**src/rtl/nor_sweep_pkg.sv**
```systemverilog
// Shared definitions for the NOR truth-table sweep controller.
// Latency: n/a (constants and types only).
// Backpressure: n/a.
package nor_sweep_pkg;

    typedef enum logic [1:0] {
        IDLE = 2'd0,
        RUN  = 2'd1,
        DONE = 2'd2
    } state_t;

    localparam int unsigned SETTLE_DEFAULT = 2;

    // Bit i of each constant belongs to vector i: (0,0)->1, (1,0)->0, (0,1)->0, (1,1)->0
    localparam logic [3:0] VEC_A   = 4'b1010;
    localparam logic [3:0] VEC_B   = 4'b1100;
    localparam logic [3:0] VEC_EXP = 4'b0001;

endpackage

```
**src/rtl/nor_sweep_ctrl.sv**
```systemverilog
// Drives the four NOR input vectors, checks ans_in against the expected table and reports pass/fail.
// Latency: done pulses 4*(SETTLE+1) cycles after the accepted start edge.
// Backpressure: none; start is ignored outside IDLE, abort and rst cancel a running sweep.
module nor_sweep_ctrl
    import nor_sweep_pkg::*;
#(
    parameter int unsigned SETTLE = SETTLE_DEFAULT
) (
    input  logic       clk,
    input  logic       rst,
    input  logic       start,
    input  logic       abort,
    input  logic       ans_in,
    output logic       A,
    output logic       B,
    output logic       busy,
    output logic       done,
    output logic       pass,
    output logic [3:0] fail_mask,
    output logic [2:0] err_count
);

    localparam logic [3:0] HOLD_LAST = 4'(SETTLE);

    state_t     state;
    state_t     state_nxt;
    logic [1:0] idx;
    logic [1:0] idx_inc;
    logic [3:0] hold_cnt;
    logic       sample;
    logic       mismatch;
    logic [2:0] err_nxt;

    assign idx_inc  = idx + 2'd1;
    assign sample   = (hold_cnt == HOLD_LAST);
    // Case inequality so an undriven or X result from the unit counts as a mismatch
    assign mismatch = (ans_in !== VEC_EXP[idx]);
    assign err_nxt  = (mismatch && err_count != 3'd4) ? err_count + 3'd1 : err_count;

    always_ff @(posedge clk) begin
        if (rst) begin
            state <= IDLE;
        end else begin
            state <= state_nxt;
        end
    end

    always_comb begin
        state_nxt = state;
        case (state)
            IDLE: if (start) state_nxt = RUN;
            RUN: begin
                if (abort) begin
                    state_nxt = IDLE;
                end else if (sample && idx == 2'd3) begin
                    state_nxt = DONE;
                end
            end
            DONE:    state_nxt = IDLE;
            default: state_nxt = IDLE;
        endcase
    end

    always_comb begin
        busy = (state == RUN);
        done = (state == DONE);
    end

    always_ff @(posedge clk) begin
        if (rst) begin
            A         <= 1'b0;
            B         <= 1'b0;
            idx       <= 2'd0;
            hold_cnt  <= 4'd0;
            pass      <= 1'b0;
            fail_mask <= 4'd0;
            err_count <= 3'd0;
        end else begin
            case (state)
                IDLE: begin
                    if (start) begin
                        A         <= VEC_A[0];
                        B         <= VEC_B[0];
                        idx       <= 2'd0;
                        hold_cnt  <= 4'd0;
                        pass      <= 1'b0;
                        fail_mask <= 4'd0;
                        err_count <= 3'd0;
                    end
                end
                RUN: begin
                    if (abort) begin
                        A        <= 1'b0;
                        B        <= 1'b0;
                        hold_cnt <= 4'd0;
                        pass     <= 1'b0;
                    end else if (sample) begin
                        hold_cnt  <= 4'd0;
                        err_count <= err_nxt;
                        if (mismatch) fail_mask[idx] <= 1'b1;
                        if (idx == 2'd3) begin
                            A    <= 1'b0;
                            B    <= 1'b0;
                            pass <= (err_nxt == 3'd0);
                        end else begin
                            idx <= idx_inc;
                            A   <= VEC_A[idx_inc];
                            B   <= VEC_B[idx_inc];
                        end
                    end else begin
                        hold_cnt <= hold_cnt + 4'd1;
                    end
                end
                default: begin
                    hold_cnt <= 4'd0;
                end
            endcase
        end
    end

endmodule
```
**config.mk**
```make
export PLATFORM = sky130hd
export DESIGN_NAME = nor_sweep_ctrl
export DESIGN_NICKNAME = d
export VERILOG_FILES = /design/src/rtl/nor_sweep_pkg.sv /design/src/rtl/nor_sweep_ctrl.sv
export SDC_FILE = /design/constraint.sdc
export NUM_CORES = 1
export LEC_CHECK = 0
export BUFFER_PORTS_ARGS = -buffer_cell sky130_fd_sc_hd__buf_2
export CAP_MARGIN = 25
export CORE_UTILIZATION = 58
export CTS_CLUSTER_DIAMETER = 200
export CTS_CLUSTER_SIZE = 24
export DETAILED_ROUTE_END_ITERATION = 12
export PLACE_DENSITY = 0.83
export SETUP_SLACK_MARGIN = 0.05
export SLEW_MARGIN = 5
export SYNTH_ARGS = -nofsm -noshare
export SYNTH_HDL_FRONTEND = slang
export SYNTH_SLANG_ARGS = --single-unit
```
**constraint.sdc**
```tcl
create_clock -name clk -period 4.5 [get_ports clk]
set_input_delay 0.225 -clock clk [delete_from_list [all_inputs] [get_ports clk]]
set_output_delay 0.225 -clock clk [all_outputs]
set_load 0.02 [all_outputs]
```
==> impl_metrics.tcl <==
set metrics [dict create \
    fin_crit_ns 1.80 \
    rsz0062_at_grt "no" \
    worst_clock_skew_ns 0.00914 \
    place.port_buffers 16 \
    cp-end-kind "flip-flop" \
    pin_count 17 \
    powerDensity_nw_per_um2 244 \
    die_area_um2 1970 \
    initial_utilization_pct 65.4 \
    final_cell_area_um2 1140 \
    post-cts-setup-buffers 0 \
    slew_violations 0 \
    rr_startpoint "hold_cnt[0]" \
    drv_cap 0 \
    hpwl_um 1520 \
    drive_gt1_share_pct 20.5 \
    die_x_um 44.4 \
    synth.distinct_cells 42 \
    avgViaCountPerCell 5.90 \
    syn-num-nets 131 \
    final_nets 147 \
    wl_um 2040 \
    fin_cells 156 \
    critical_path.max_fanout 7 \
    rr_endpoint "err_count[1]" \
    grt_max_degree 13 \
    placed_area_um2 1120 \
    crit_end "err_count[1]" \
    rows 14 \
    critPathKind "reg -> reg" \
    drt_iter0_markers 37 \
    drtAntennaViolNets 0 \
    antenna_found_initial 0 \
    synth-seq-cells 18 \
    period_share_pct 39.9 \
    grt_pass1_wl_um 3460 \
    cts_hold_buffers 0 \
    max_freq_mhz 557 \
    drc 0 \
    track_usage_pct 23.5 \
    ir_drop_mv 0.258 \
    cts_tree "built" \
    dr_total_vias 920 \
    setup_viol 0 \
    cts_resized 0 \
    p_leak_nw 0.462 \
    worst_pin_slew_ns 0.582 \
    area_growth_syn_to_layout_pct 9.72 \
    htree_levels 1 \
    total_power_mw 0.278 \
    most-common-layout-cells "18 x dfxtp_1, 16 x buf_2, 13 x nor2_1, 8 x a21oi_1, 8 x ha_1" \
    crit_path_start_kind "flip-flop" \
    syn_avg_cell_area_um2 8.83 \
    yosysSeqAreaShare_pct 34.6 \
    coreArea_um2 1590 \
    antennaDiodeCount 0 \
    crit_start "hold_cnt[0]" \
    dpl.cell_count 153 \
    setup_tns_ns 0 \
    routabilityCongestion 0.914 \
    crit_required_ns 4.67 \
    clk_latency_ns 0.29 \
    clock_tree.buffer_depth 2 \
    numCtsBuffers 3 \
    postSynthCellCount 118 \
    ys_warn_count 0 \
    grt_pass1_vias 810 \
    r2r_slack_ns 2.70 \
    crit_arrival_ns 1.97 \
    relSlewSlack_pct 61.1 \
    first_pass_iters 4 \
    synth_area_um2 1040 \
    dieHeight_um 44.4 \
    hold_violations 0 \
    cts-root-buf "clkbuf_4" \
    final_common_cell "dfxtp_1" \
    clkSinkCount 18 \
    min_path_type "in -> reg" \
    r2r_cells 6 \
    wl_per_cell_um 13.1 \
    overflow 0 \
    clk_pin_slew_ns 0.10 \
    status "complete, no violations" \
]
-- sequential cells by signal, indices dropped and copies added (netlist names) --
register / flops
B: 1
err_count: 3
hold_cnt: 4
fail_mask: 4
pass: 1
state: 2
A: 1
idx: 2
-- cell type report --
class,count,area [µm²]
multi-input cells,88,624
fillers,131,450
flip-flops and latches,18,360
repair buffers,16,80.1
well taps,24,30.0
inverters,7,26.3
clock buffers,3,22.5
-- critical path, stage by stage, from the launching register on --
cell and delay [ns]:
dfxtp_1 0.36, inv_1 0.07, ha_1 0.15, or3b_1 0.51
o21a_1 0.26, o31ai_1 0.26, a21oi_1 0.10
-- synthesized netlist by cell type --
master      n  area share (%)
dfxtp_1    18              35
nor2_1     13             4.7
a21oi_1     8             3.8
ha_1        8             9.6
inv_1       7             2.5
a31oi_1     6             3.6
nand2_1     6             2.2
o31ai_1     4             2.9
nand3_1     3             1.4
nand4_1     3             1.8
xor2_1      3             2.5
a21o_1      2             1.4
clkbuf_1    2            0.72
nand2b_1    2             1.2
nor2b_1     2             1.2
nor3_1      2            0.96
o21ai_0     2            0.96
or3_1       2             1.2
xnor2_1     2             1.7
a211oi_1    1            0.72
a211oi_2    1             1.2
a32o_1      1            0.96
and2_1      1            0.60
buf_2       1            0.48
buf_4       1            0.72
buf_6       1             1.1
mux2i_1     1            0.96
nand2b_2    1            0.84
nand3b_1    1            0.72
nand4b_1    1            0.84
nor3b_1     1            0.72
nor3b_2     1             1.2
o2111ai_1   1            0.84
o211ai_2    1             1.2
o21a_1      1            0.72
o21ai_1     1            0.48
o221ai_1    1            0.84
o31ai_4     1             2.0
or2b_2      1            0.84
or3_4       1             1.1
or3b_1      1            0.84
or3b_4      1             1.1
-- where the power goes --
group / internal (mW) / switching (mW) / leakage (nW) / total [mW]
clock: 0.0311 / 0.0459 / 0.0138 / 0.0770
sequential: 0.162 / 0.00373 / 0.146 / 0.166
combinational: 0.0139 / 0.0220 / 0.302 / 0.0358
-- metal layers --
layer	vias up	share of wire, %	track usage, %
met3	4	6.1	3.67
met1	429	49	32.0
met2	30	43	37.4
met5	-	0	0
met4	0	1.5	9.09
li1	457	-	-
-- stage by stage --
| step | hold slack [ns] | utilization (%) | setup WS (ns) |
|---|---|---|---|
| finish | 0.250 | 71.7 | 2.70 |
| global route | 0.258 | 71.7 | 2.61 |
| CTS | 0.240 | 71.7 | 2.73 |
| detailed placement | 0.447 | 70.3 | 2.75 |
| global placement | 0.445 | 70.3 | 2.75 |
| floorplan | 0.365 | - | 2.89 |
-- how the worst min path moves through the flow --
stage / slack, ns / to / cells past startpoint / from
global route: 0.26 / B / 2 / rst
finish: 0.25 / A / 2 / rst
detailed placement: 0.45 / A / 2 / A
global placement: 0.45 / fail_mask[1] / 2 / fail_mask[1]
floorplan: 0.36 / state[0] / 2 / start
CTS: 0.24 / err_count[0] / 2 / rst
-- kinds of logic (layout without fill, tap and decap cells) --
logic type	Yosys count	count (layout)	synth area share (%)
adder cells (fa/ha/maj)	8	8	9.60
multiplexers	1	1	0.960
XOR/XNOR	5	5	4.20
flip-flops	18	18	34.6
AND/OR/NAND/NOR	43	43	23.4
buffers and inverters	12	26	5.52
AO/OA/AOI/OAI	31	31	21.7
(Power assumes the default switching activity.)
